===== src/rtl/updown_pkg.sv =====
// Shared constants for the up/down modulo counter: 7-segment glyphs ({a,b,c,d,e,f,g},
// active-high) and the hex digit lookup used by hex_to_seg7.
package updown_pkg;

  localparam logic [6:0] SEG_U = 7'b0111110;
  localparam logic [6:0] SEG_D = 7'b0111101;

  function automatic logic [6:0] hex_seg(input logic [3:0] v);
    logic [6:0] s;
    case (v)
      4'h0: s = 7'b1111110;
      4'h1: s = 7'b0110000;
      4'h2: s = 7'b1101101;
      4'h3: s = 7'b1111001;
      4'h4: s = 7'b0110011;
      4'h5: s = 7'b1011011;
      4'h6: s = 7'b1011111;
      4'h7: s = 7'b1110000;
      4'h8: s = 7'b1111111;
      4'h9: s = 7'b1111011;
      4'hA: s = 7'b1110111;
      4'hB: s = 7'b0011111;
      4'hC: s = 7'b1001110;
      4'hD: s = 7'b0111101;
      4'hE: s = 7'b1001111;
      default: s = 7'b1000111;
    endcase
    return s;
  endfunction

endpackage


===== src/rtl/hex_to_seg7.sv =====
// Combinational 4-bit to 7-segment hex decoder ({a,b,c,d,e,f,g}, active-high).
module hex_to_seg7
  import updown_pkg::*;
(
  input  logic [3:0] nibble,
  output logic [6:0] seg
);

  always_comb begin
    seg = hex_seg(nibble);
  end

endmodule


===== src/rtl/updown_mod_counter.sv =====
// Up/down modulo counter with enable, clamped parallel load, wrap/saturate mode,
// registered terminal-count pulse and 7-segment direction/value glyphs.
module updown_mod_counter
  import updown_pkg::*;
#(
  parameter int WIDTH    = 4,
  parameter int MAX_VAL  = 2**WIDTH - 1,
  parameter int SATURATE = 0
) (
  input  logic             clk,
  input  logic             rst,
  input  logic             en,
  input  logic             ud,
  input  logic             load,
  input  logic [WIDTH-1:0] load_val,
  output logic [WIDTH-1:0] count,
  output logic             tc,
  output logic [6:0]       dir_seg,
  output logic [6:0]       val_seg,
  output logic             digit
);

  localparam logic [WIDTH-1:0] MAX_C = WIDTH'(MAX_VAL);

  logic [WIDTH-1:0] count_q, count_d;
  logic             tc_q, tc_d;
  logic [6:0]       dir_q, dir_d;
  logic             at_max, at_zero;
  logic [3:0]       nibble;

  // Boundaries are explicit compares so a non-power-of-2 modulus wraps correctly.
  assign at_max  = (count_q == MAX_C);
  assign at_zero = (count_q == '0);

  always_comb begin
    count_d = count_q;
    tc_d    = 1'b0;
    dir_d   = dir_q;
    if (load) begin
      count_d = (load_val > MAX_C) ? MAX_C : load_val;
    end else if (en) begin
      dir_d = ud ? SEG_U : SEG_D;
      if (ud) begin
        if (at_max) begin
          tc_d    = 1'b1;
          count_d = (SATURATE != 0) ? count_q : '0;
        end else begin
          count_d = count_q + 1'b1;
        end
      end else begin
        if (at_zero) begin
          tc_d    = 1'b1;
          count_d = (SATURATE != 0) ? count_q : MAX_C;
        end else begin
          count_d = count_q - 1'b1;
        end
      end
    end
  end

  always_ff @(posedge clk) begin
    if (!rst) begin
      count_q <= '0;
      tc_q    <= 1'b0;
      dir_q   <= SEG_U;
    end else begin
      count_q <= count_d;
      tc_q    <= tc_d;
      dir_q   <= dir_d;
    end
  end

  generate
    if (WIDTH >= 4) begin : g_nib
      assign nibble = count_q[3:0];
    end else begin : g_ext
      assign nibble = {{(4-WIDTH){1'b0}}, count_q};
    end
  endgenerate

  hex_to_seg7 u_hex (
    .nibble (nibble),
    .seg    (val_seg)
  );

  assign count   = count_q;
  assign tc      = tc_q;
  assign dir_seg = dir_q;
  assign digit   = 1'b1;

endmodule


===== config.mk =====
export PLATFORM = sky130hd
export DESIGN_NAME = updown_mod_counter
export DESIGN_NICKNAME = d
export VERILOG_FILES = /design/src/rtl/updown_pkg.sv /design/src/rtl/hex_to_seg7.sv /design/src/rtl/updown_mod_counter.sv
export SDC_FILE = /design/constraint.sdc
export NUM_CORES = 1
export LEC_CHECK = 0
export CAP_MARGIN = 20
export CELL_PAD_IN_SITES_DETAIL_PLACEMENT = 1
export CELL_PAD_IN_SITES_GLOBAL_PLACEMENT = 1
export CORE_MARGIN = 2
export CORE_UTILIZATION = 33
export DETAILED_ROUTE_END_ITERATION = 10
export PLACE_DENSITY_LB_ADDON = 0.1
export SLEW_MARGIN = 20
export SYNTH_ARGS = -nofsm -noshare
export SYNTH_HDL_FRONTEND = slang
export SYNTH_SLANG_ARGS = --single-unit

===== constraint.sdc =====
create_clock -name clk -period 2.4 [get_ports clk]
set_input_delay 0.24 -clock clk [delete_from_list [all_inputs] [get_ports clk]]
set_output_delay 0.24 -clock clk [all_outputs]
set_load 0.01 [all_outputs]

==> results.md <==
* Die ar. at 3380 sq um
* 1st-iter DRT viols at 13
* DR vias/cell at 5.006
* Post-CTS setup buffers at 0
* Slew margin rel. at 59.77%
* Post-Synthesis Cells at 116
* Worst-path clk slew at 0.09 ns
* Skew final at 0.01113 ns
* Crit path required time at 2.56 ns
* Leakage power at 0.5832 nW
* Ant. Diodes at 0
* # setup viols final at 0
* Main area contributors after synthesis: dfxtp_1 (29%), ha_1 (13%), buf_4 (5.4%)
* Initial Utilization at 34.77%
* Proportion of netlist area held by the largest area contributor at 28.98%
* Nets at 171
* Slew at the pin with the worst max-slew slack at 0.5984 ns
* Ports at 29
* Yosys reg bits at 14
* Cell Rows at 19
* CP bufs+invs at 1
* Delay-heaviest family, CP: simple AND/OR/NAND/NOR gates
* Seq/Total Area, Yosys at 28.98%
* Core Box Area at 2781 sq um
* Final Hold Viols at 0
* Avg WL per Cell at 14.29 um
* Crit path cell chain: inv_1 > ha_1 > nor2b_1 > or3_1 > a32oi_2 > nand2b_1 > mux2i_1 > mux2_2
* Routability cong. at 0.8328
* Peak VDD IR at 310.2 uV
* Via Count at 906
* Status: finished clean
* CP max-delay cell: dfxtp_1
* Die Y at 58.14 um
* Synth warnings at 0
* Pre-CTS WS at -0.03056 ns
* Crit-path max cell delay at 0.33 ns
* First-pass GRT wire length at 4298 um
* Dominant cell type by area after synthesis: dfxtp_1
* Clk buf depth at 2
* Tmin final at 2.187 ns
* R2r startpoint: count[1]
* Pwr/cell area at 503.0 nW/um^2
* H-tree depth at 1
* Die width at 58.14 um
* Worst-path maximum fanout at 4
* Mean Syn Cell Area at 8.338 sq um
* Layout cells sized above 1 at 18.00%
* CP startpoint kind: flop
* Max Clk Rate at 457.3 MHz
* Global-route usage over all layers at 16.74%
* Synth Cell Area at 967.2 sq um
* # DRC at 0
* Number of global-route vias before repair at 971
* Area growth, synth to finish at 37.65%
* GRT Residual Overflow at 0
* Antenna-violating nets left at 0
* IO Port Bufs at 22
* Clk_lat worst skew at 0.28 ns
* Hold Startpoint: dir_seg[0]
* Synth cell types at 38
* Most frequent cells in the layout: clkdlybuf4s50_1 (22), buf_4 (16), dfxtp_1 (14)
* Setup ws final at 0.2131 ns
* Root Buffer Master: clkbuf_4
* Clk sinks at 14
* Maxcap violations at 0
* TritonCTS buffer count at 3
* Crit Path Class: flop to flop
* Final hold slack at 0.5010 ns
* Clock tree from TritonCTS: built
* Worst Setup SP: count[1]
* HP Class: flop to flop
* Commonest non-fill, non-tap cell in the layout: clkdlybuf4s50_1
* CP Data Arrival Time at 2.35 ns
* Critical Path Sink Type: flop
* Slew Limit Fails at 0
* RSZ-0062 raised after global routing: false
* Routed WL at 2587 um
* Initial antenna violation count at 0
* Pre-Repair DR Iteration Count at 4
* Final period util at 91.12%
* Largest net degree at the start of global routing at 11
* Hpwl dp at 2048 um
-- final cells by class --
class / count / area [sq um]
clock buffers: 3 / 22.52
fillers: 336 / 1450
inverters: 10 / 37.54
multi-input cells: 85 / 611.8
flip-flops and latches: 14 / 280.3
well taps: 31 / 38.79
repair buffers: 38 / 340.3
-- sequential cells by signal, indices dropped and copies added (netlist names) --
signal     cells
dir_seg        2
tc             1
count          4
u_hex.seg      7
-- synthesized netlist by cell type --
| cell type | n |
|---|---|
| o21ai_1 | 2 |
| nand2b_1 | 4 |
| inv_2 | 1 |
| nand2_1 | 4 |
| nand4b_1 | 1 |
| mux2i_1 | 5 |
| o21ai_0 | 5 |
| o32a_1 | 1 |
| nor2b_1 | 2 |
| xor2_1 | 1 |
| or3_1 | 2 |
| a31oi_1 | 2 |
| inv_1 | 8 |
| nand4_1 | 1 |
| clkinv_1 | 1 |
| o21a_1 | 1 |
| nand3b_1 | 1 |
| dfxtp_1 | 14 |
| a21oi_1 | 7 |
| a2111oi_2 | 1 |
| nor3b_1 | 2 |
| mux2_4 | 1 |
| o31ai_1 | 1 |
| and4_2 | 1 |
| o2111ai_1 | 1 |
| conb_1 | 2 |
| mux2_2 | 1 |
| nor3_1 | 2 |
| nor2_1 | 14 |
| and4_1 | 1 |
| o2bb2ai_1 | 1 |
| ha_1 | 10 |
| xnor2_1 | 1 |
| buf_2 | 3 |
| clkbuf_1 | 1 |
| buf_4 | 7 |
| o311a_1 | 1 |
| a32oi_1 | 2 |
-- worst reg2reg max path, cell delays in order (launching register included) --
cell      delay, ns
dfxtp_1        0.33
inv_1          0.09
ha_1           0.20
nor2b_1        0.15
or3_1          0.33
a32oi_2        0.32
nand2b_1       0.27
mux2i_1        0.12
mux2_2         0.28
-- kinds of logic after synthesis --
kind of cell    Yosys count  share of synthesized area [%]
other cells               2                         0.7765
buf+inv                  21                          11.25
fa+ha+maj                10                          12.94
simple gates             35                          19.02
mux                       7                          7.891
compound gates           25                          17.33
xor+xnor                  2                          1.811
flops                    14                          28.98
-- metal layers --
layer  part of all wire, %  GRT usage (%)  vias to the layer above
met5                     0              0                        -
met4                   1.3          5.648                        0
met3                   3.6          3.571                        4
met2                    49          30.03                       17
met1                    46          19.62                      422
li1                      -              -                      463
-- final timing paths --
kind,slack (ns),cells past startpoint,endpoint
hold / removal,0.50,2,dir_seg[0]
hold reg to reg,0.50,2,dir_seg[0]
setup reg to reg,0.21,8,u_hex.seg[3]
setup / recovery,0.21,8,u_hex.seg[3]
-- stage by stage --
stage	std cells	util, %	power (W)	TNS [ns]	cell area, sq um
2_1_floorplan	120	-	0.0004177	0	982.2
3_3_place_gp	178	46.38	0.0005299	-0.01418	1290
3_5_place_dp	178	46.38	0.0005338	-0.04473	1290
4_1_cts	181	47.19	0.0006726	0	1313
5_1_grt	181	47.86	0.0007173	0	1331
6_report	181	47.86	0.0006696	0	1331
-- where the power goes --
part | total [W] | switching [W] | internal (W)
logic | 0.000264 | 0.000127 | 0.000137
registers | 0.000271 | 0.0000131 | 0.000258
clock network | 0.000135 | 0.0000769 | 0.0000580
-- timing repair --
item,in CTS,in global routing
hold buffers,0,0
setup endpoints to repair,0,6
resized for setup,0,4
Note: power is estimated with default switching activity, not from simulation.
